<file path="config.mk">
export PLATFORM = sky130hd
export DESIGN_NAME = tmds_encoder_dvi_flat
export DESIGN_NICKNAME = d
export VERILOG_FILES = /design/src/rtl/tmds_pkg.sv /design/src/rtl/tmds_encoder_dvi_if.sv /design/src/rtl/tmds_encoder_dvi.sv /design/src/flat_wrapper.sv
export SDC_FILE = /design/constraint.sdc
export NUM_CORES = 1
export LEC_CHECK = 0
export ABC_AREA = 0
export BUFFER_PORTS_ARGS = -buffer_cell sky130_fd_sc_hd__clkbuf_2
export CORE_MARGIN = 2
export CORE_UTILIZATION = 60
export CTS_BUF_LIST = sky130_fd_sc_hd__clkbuf_4 sky130_fd_sc_hd__clkbuf_8 sky130_fd_sc_hd__clkbuf_16
export DETAILED_ROUTE_END_ITERATION = 6
export PLACE_DENSITY_LB_ADDON = 0.25
export REMOVE_ABC_BUFFERS = 1
export SLEW_MARGIN = 20
export SYNTH_ARGS = -nofsm -noshare
export SYNTH_HDL_FRONTEND = slang
export SYNTH_SLANG_ARGS = --single-unit
export TNS_END_PERCENT = 20
</file>
<file path="constraint.sdc">
create_clock -name clk_pix -period 8.9 [get_ports clk_pix]
set_input_delay 1.78 -clock clk_pix [delete_from_list [all_inputs] [get_ports clk_pix]]
set_output_delay 1.78 -clock clk_pix [all_outputs]
set_load 0.05 [all_outputs]
</file>
<file path="src/rtl/tmds_pkg.sv">
// rtl/tmds_pkg.sv - shared TMDS symbol constants and 8-bit popcount
package tmds_pkg;

  // Control-period symbols, indexed by {c1, c0}; bit 0 is serialized first
  localparam logic [9:0] TMDS_CTRL_00 = 10'b1101010100;
  localparam logic [9:0] TMDS_CTRL_01 = 10'b0010101011;
  localparam logic [9:0] TMDS_CTRL_10 = 10'b0101010100;
  localparam logic [9:0] TMDS_CTRL_11 = 10'b1010101011;

  // The link idles on the ctrl-00 symbol while held in reset
  localparam logic [9:0] TMDS_RESET_SYM = TMDS_CTRL_00;

  // Number of ones in an 8-bit value (0..8)
  function automatic logic [3:0] popcount8(input logic [7:0] v);
    logic [3:0] n;
    n = '0;
    for (int i = 0; i < 8; i++) begin
      n = n + {3'b000, v[i]};
    end
    return n;
  endfunction

endpackage

</file>
<file path="src/rtl/tmds_encoder_dvi_if.sv">
// rtl/tmds_encoder_dvi_if.sv - per-channel pixel/symbol bus; disparity signal only with TMDS_DEBUG_EN
interface tmds_encoder_dvi_if
`ifdef TMDS_DEBUG_EN
  #(parameter int CNT_W = 6)
`endif
  ;

  logic       de;
  logic [7:0] din;
  logic [1:0] ctrl;
  logic [9:0] tmds;
`ifdef TMDS_DEBUG_EN
  logic signed [CNT_W-1:0] disparity;
`endif

  // Pixel source side: drives video/control, receives symbols
  modport master (
    output de,
    output din,
    output ctrl,
    input  tmds
`ifdef TMDS_DEBUG_EN
    ,
    input  disparity
`endif
  );

  // Encoder side
  modport slave (
    input  de,
    input  din,
    input  ctrl,
    output tmds
`ifdef TMDS_DEBUG_EN
    ,
    output disparity
`endif
  );

endinterface

</file>
<file path="src/rtl/tmds_encoder_dvi.sv">
// rtl/tmds_encoder_dvi.sv - DVI TMDS 8b/10b channel encoder, fixed 2-cycle pipeline
// Define TMDS_DEBUG_EN to drive the running disparity onto bus.disparity.
module tmds_encoder_dvi
  import tmds_pkg::*;
#(
  parameter int CNT_W = 6
) (
  input  logic              clk_pix,
  input  logic              rst_pix_n,
  tmds_encoder_dvi_if.slave bus
);

  localparam logic signed [CNT_W-1:0] TWO = CNT_W'(2);

  logic       [3:0]       din_ones;
  logic                   use_xnor;
  logic       [8:0]       qm_d;
  logic       [8:0]       qm_q;
  logic                   de_q;
  logic       [1:0]       ctrl_q;
  logic       [3:0]       qm_ones;
  logic       [3:0]       qm_zeros;
  logic signed [CNT_W-1:0] ones_s;
  logic signed [CNT_W-1:0] zeros_s;
  logic signed [CNT_W-1:0] bal_s;
  logic signed [CNT_W-1:0] cnt_d;
  logic signed [CNT_W-1:0] cnt_q;
  logic                   cnt_zero;
  logic                   cnt_neg;
  logic                   cnt_pos;
  logic       [9:0]       tmds_d;
  logic       [9:0]       tmds_q;

  assign din_ones = popcount8(bus.din);
  assign use_xnor = (din_ones > 4'd4) || ((din_ones == 4'd4) && !bus.din[0]);

  // Transition minimising: bit i is the parity of din[i:0], inverted on odd bits for the XNOR chain
  always_comb begin
    qm_d = '0;
    for (int i = 0; i < 8; i++) begin
      qm_d[i] = (^(bus.din & (8'hFF >> (7 - i)))) ^ (use_xnor & i[0]);
    end
    qm_d[8] = ~use_xnor;
  end

  // Stage 1 register: q_m word plus the control path delayed to match
  always_ff @(posedge clk_pix or negedge rst_pix_n) begin
    if (!rst_pix_n) begin
      qm_q   <= '0;
      de_q   <= 1'b0;
      ctrl_q <= 2'b00;
    end else begin
      qm_q   <= qm_d;
      de_q   <= bus.de;
      ctrl_q <= bus.ctrl;
    end
  end

  assign qm_ones  = popcount8(qm_q[7:0]);
  assign qm_zeros = 4'd8 - qm_ones;
  assign ones_s   = CNT_W'(qm_ones);
  assign zeros_s  = CNT_W'(qm_zeros);
  assign bal_s    = ones_s - zeros_s;
  assign cnt_zero = (cnt_q == '0);
  assign cnt_neg  = cnt_q[CNT_W-1];
  assign cnt_pos  = !cnt_zero && !cnt_neg;

  // DC balancing: choose inversion from running disparity; blanking forces cnt back to zero
  always_comb begin
    tmds_d = TMDS_RESET_SYM;
    cnt_d  = '0;
    if (de_q) begin
      if (cnt_zero || (qm_ones == qm_zeros)) begin
        tmds_d = {~qm_q[8], qm_q[8], qm_q[8] ? qm_q[7:0] : ~qm_q[7:0]};
        cnt_d  = qm_q[8] ? (cnt_q + bal_s) : (cnt_q - bal_s);
      end else if ((cnt_pos && (qm_ones > qm_zeros)) || (cnt_neg && (qm_zeros > qm_ones))) begin
        tmds_d = {1'b1, qm_q[8], ~qm_q[7:0]};
        cnt_d  = cnt_q - bal_s + (qm_q[8] ? TWO : '0);
      end else begin
        tmds_d = {1'b0, qm_q};
        cnt_d  = cnt_q + bal_s - (qm_q[8] ? '0 : TWO);
      end
    end else begin
      case (ctrl_q)
        2'b00: tmds_d = TMDS_CTRL_00;
        2'b01: tmds_d = TMDS_CTRL_01;
        2'b10: tmds_d = TMDS_CTRL_10;
        2'b11: tmds_d = TMDS_CTRL_11;
        default: tmds_d = TMDS_RESET_SYM;
      endcase
    end
  end

  // Stage 2 register: symbol and the disparity that follows it
  always_ff @(posedge clk_pix or negedge rst_pix_n) begin
    if (!rst_pix_n) begin
      tmds_q <= TMDS_RESET_SYM;
      cnt_q  <= '0;
    end else begin
      tmds_q <= tmds_d;
      cnt_q  <= cnt_d;
    end
  end

  assign bus.tmds = tmds_q;
`ifdef TMDS_DEBUG_EN
  assign bus.disparity = cnt_q;
`endif

endmodule

</file>
<file path="src/flat_wrapper.sv">
// flat-port wrapper written by rule: the top's interface ports become plain ports
module tmds_encoder_dvi_flat import tmds_pkg::*;
#(
  parameter int CNT_W = 6
)
  (clk_pix, rst_pix_n, bus_de, bus_din, bus_ctrl, bus_tmds);
  tmds_encoder_dvi_if bus_i ();
  input  logic clk_pix;
  input  logic rst_pix_n;
  input wire logic [$bits(bus_i.de)-1:0] bus_de;
  input wire logic [$bits(bus_i.din)-1:0] bus_din;
  input wire logic [$bits(bus_i.ctrl)-1:0] bus_ctrl;
  output wire logic [$bits(bus_i.tmds)-1:0] bus_tmds;
  assign bus_i.de = bus_de;
  assign bus_i.din = bus_din;
  assign bus_i.ctrl = bus_ctrl;
  assign bus_tmds = bus_i.tmds;
  tmds_encoder_dvi #(.CNT_W(CNT_W)) u_core (.clk_pix(clk_pix), .rst_pix_n(rst_pix_n), .bus(bus_i));
endmodule
</file>
==> metrics <==
critical path required time=9.08 ns; largest net degree at the start of global routing=29; CP Max Fanout=9; RSZ-0062 raised after global routing=no; clock sinks=28; share of synthesized flip-flops with an asynchronous set or reset=100%; via count=1711; DRT Pass-1 Iters=4; vias in the first global route=1755; antenna viol nets, final=0; nets@finish=315; Reg clk slew, reported paths=around 0.10 ns; most common cell after layout, fill and taps aside=inv_1; Final Cycle Share=64.7%; crit start category=register; final-report setup violation count=0; EDFF count, synth=0; number of buffers and inverters on the critical path=2; Routed WL per cell=14.7 µm; Setup Buffers After CTS=0; cell family with most CP delay=adder cells; ys flop type=dfrtp_1; First DRT Iteration DRCs=approximately 100; first-pass GRT wire length=roughly 7.7 mm; post-synth top area share=24.4%; final hold violation count=0; Slew @ Worst Pin=0.679 ns; Worst Setup End Kind=register; Crit Path Category=register to register; Seq/Total Area, Yosys=29.9%; grt ovf=0; Avg Synthesized Cell Area=slightly below 10 µm²; RD Place Congestion=0.840; Synth Register Bits=28; clk_lat worst skew=0.29 ns; total negative setup slack=0 ns; maximum achievable frequency=174 MHz; Rows=22; Post-Route WL=4.50 mm; Layout Skew=approximately 0.0086 ns; Die Area=4450 µm²; status=finished, final reports clean; Root Buffer=clkbuf_8; Hold WC Path Type=register to register; All-Layer GR Usage=23.1%; Worst Path Arrival=5.94 ns; Die Y=roughly 67 µm; drt drc=0; layout cells sized above 1=14.3%; Inserted Diodes=0; IO Pins=23; max-capacitance violation count=0; most frequent cells in the layout=inv_1 (37), ha_1 (29), dfrtp_1 (23), clkbuf_2 (22), xnor2_1 (21); Syn Inst Count=238; Buffers on Ports=22; detailed placement HPWL=3.60 mm; Longest Clk Path Bufs=2; TritonCTS clock tree=done; crit path cell chain=ha_1 > inv_1 > fa_1 > fa_1 > fa_1 > fa_1 > nand2_1 > ha_1 > nand2b_1 > a21oi_1 > nor2_1 > ha_1 > inv_1 > ha_1 > nor2b_1 > o21ai_0 > nand2b_1 > xor2_1 > o21ai_1 > and3_1 > o311a_1; Initial Util=63.6%; Max transition margin=54.7%; largest area contributor in the netlist=dfrtp_1; cts repair resizes=0; core area=3720 µm²; YS warnings=0; Die Span X=around 67 µm; Inserted Clock Buffers=3; slowest stage cell, crit path=fa_1; initial antenna violation count=0; critical path's largest stage delay=0.67 ns; main area contributors after synthesis=dfrtp_1 (24%), ha_1 (15%), fa_1 (11%), xnor2_1 (7.8%), inv_1 (5.9%); Yosys cell types=39; Final Slew Violations=0; Final Critical Period=~5.8 ns; Mapped Area=2360 µm²; hold buffers post-CTS=0; H-tree levels=1; Layout area overhead=9.38%; DR vias/cell=5.57
-- worst reg2reg max path, cell delays in order (launching register included) --
cell	delay (ns)
dfrtp_1	0.41
ha_1	0.29
inv_1	0.05
fa_1	0.50
fa_1	0.43
fa_1	0.42
fa_1	0.67
nand2_1	0.17
ha_1	0.43
nand2b_1	0.11
a21oi_1	0.24
nor2_1	0.13
ha_1	0.29
inv_1	0.05
ha_1	0.32
nor2b_1	0.15
o21ai_0	0.20
nand2b_1	0.09
xor2_1	0.13
o21ai_1	0.09
and3_1	0.19
o311a_1	0.28
-- through the flow --
step           setup WS (ns)  area (µm²)  hold WS (ns)  util (%)  instances
6_report                3.15        2580         0.513      69.5        307
5_1_grt                 2.77        2580         0.538      69.5        307
4_1_cts                 3.19        2580         0.526      69.5        307
3_5_place_dp            3.25        2510         0.497      67.6        303
3_3_place_gp            3.36        2510         0.480      67.6        303
2_1_floorplan           3.63        2330         0.448         -        232
-- layer usage --
layer / vias up / global-route usage [%] / part of all wire [%]
li1: 826 / - / -
met1: 845 / 30.2 / 44
met2: 35 / 40.9 / 50
met3: 5 / 2.53 / 4.4
met4: 0 / 5.61 / 1.1
met5: - / 0 / 0
-- cell type report --
| class | count | area, µm² |
|---|---|---|
| Tap cell | 48 | 60.1 |
| Multi-Input combinational cell | 167 | 1490 |
| Clock buffer | 3 | 41.3 |
| Fill cell | 284 | 1130 |
| Timing Repair Buffer | 23 | 118 |
| Sequential cell | 28 | 707 |
| Clock inverter | 1 | 30.0 |
| Inverter | 37 | 139 |
-- flip-flops by register name, summed over array words and instances, names as in the netlist --
register,cells
u_core.cnt_q,6
u_core.qm_q,9
u_core.de_q,1
u_core.bus.tmds,10
u_core.ctrl_q,2
-- worst paths after layout --
kind / startpoint / end / slack (ns) / cells past startpoint
worst max-delay path: u_core.qm_q[0] / u_core.cnt_q[5] / 3.15 / 21
min in group asynchronous: rst_pix_n / u_core.cnt_q[5] / 1.51 / 1
worst min register to register: u_core.cnt_q[0] / u_core.cnt_q[0] / 0.51 / 1
worst min-delay path: u_core.cnt_q[0] / u_core.cnt_q[0] / 0.51 / 1
worst max register to register: u_core.qm_q[0] / u_core.cnt_q[5] / 3.15 / 21
max in group asynchronous: rst_pix_n / u_core.qm_q[3] / 6.94 / 1
-- synthesized netlist by cell type, types with 2 or more instances --
cell,number
and2_1,2
ha_1,29
dfstp_2,5
o21a_1,2
or4_1,2
a21o_1,12
nor3b_1,2
nand2b_1,4
clkbuf_1,4
inv_1,37
xor2_1,7
nor4_1,2
xnor2_1,21
mux2i_1,2
fa_1,13
o311a_1,4
nor2_1,13
dfrtp_1,23
nor2b_1,7
nand2_1,5
o21ai_0,9
a21oi_1,10
nor3_1,7
-- kinds of logic (layout without fill, tap and decap cells) --
family	after synthesis	after routing	share of synthesized area, %
xor+xnor	29	29	11.1
simple gates	50	50	12.1
fa+ha+maj	42	42	26.4
mux	3	3	1.32
buf+inv	43	64	7.04
compound gates	43	43	12.2
flops	28	28	29.9
Power is not shown: default switching activity piles up to over one toggle a cycle in this logic, so the estimate is an artifact.
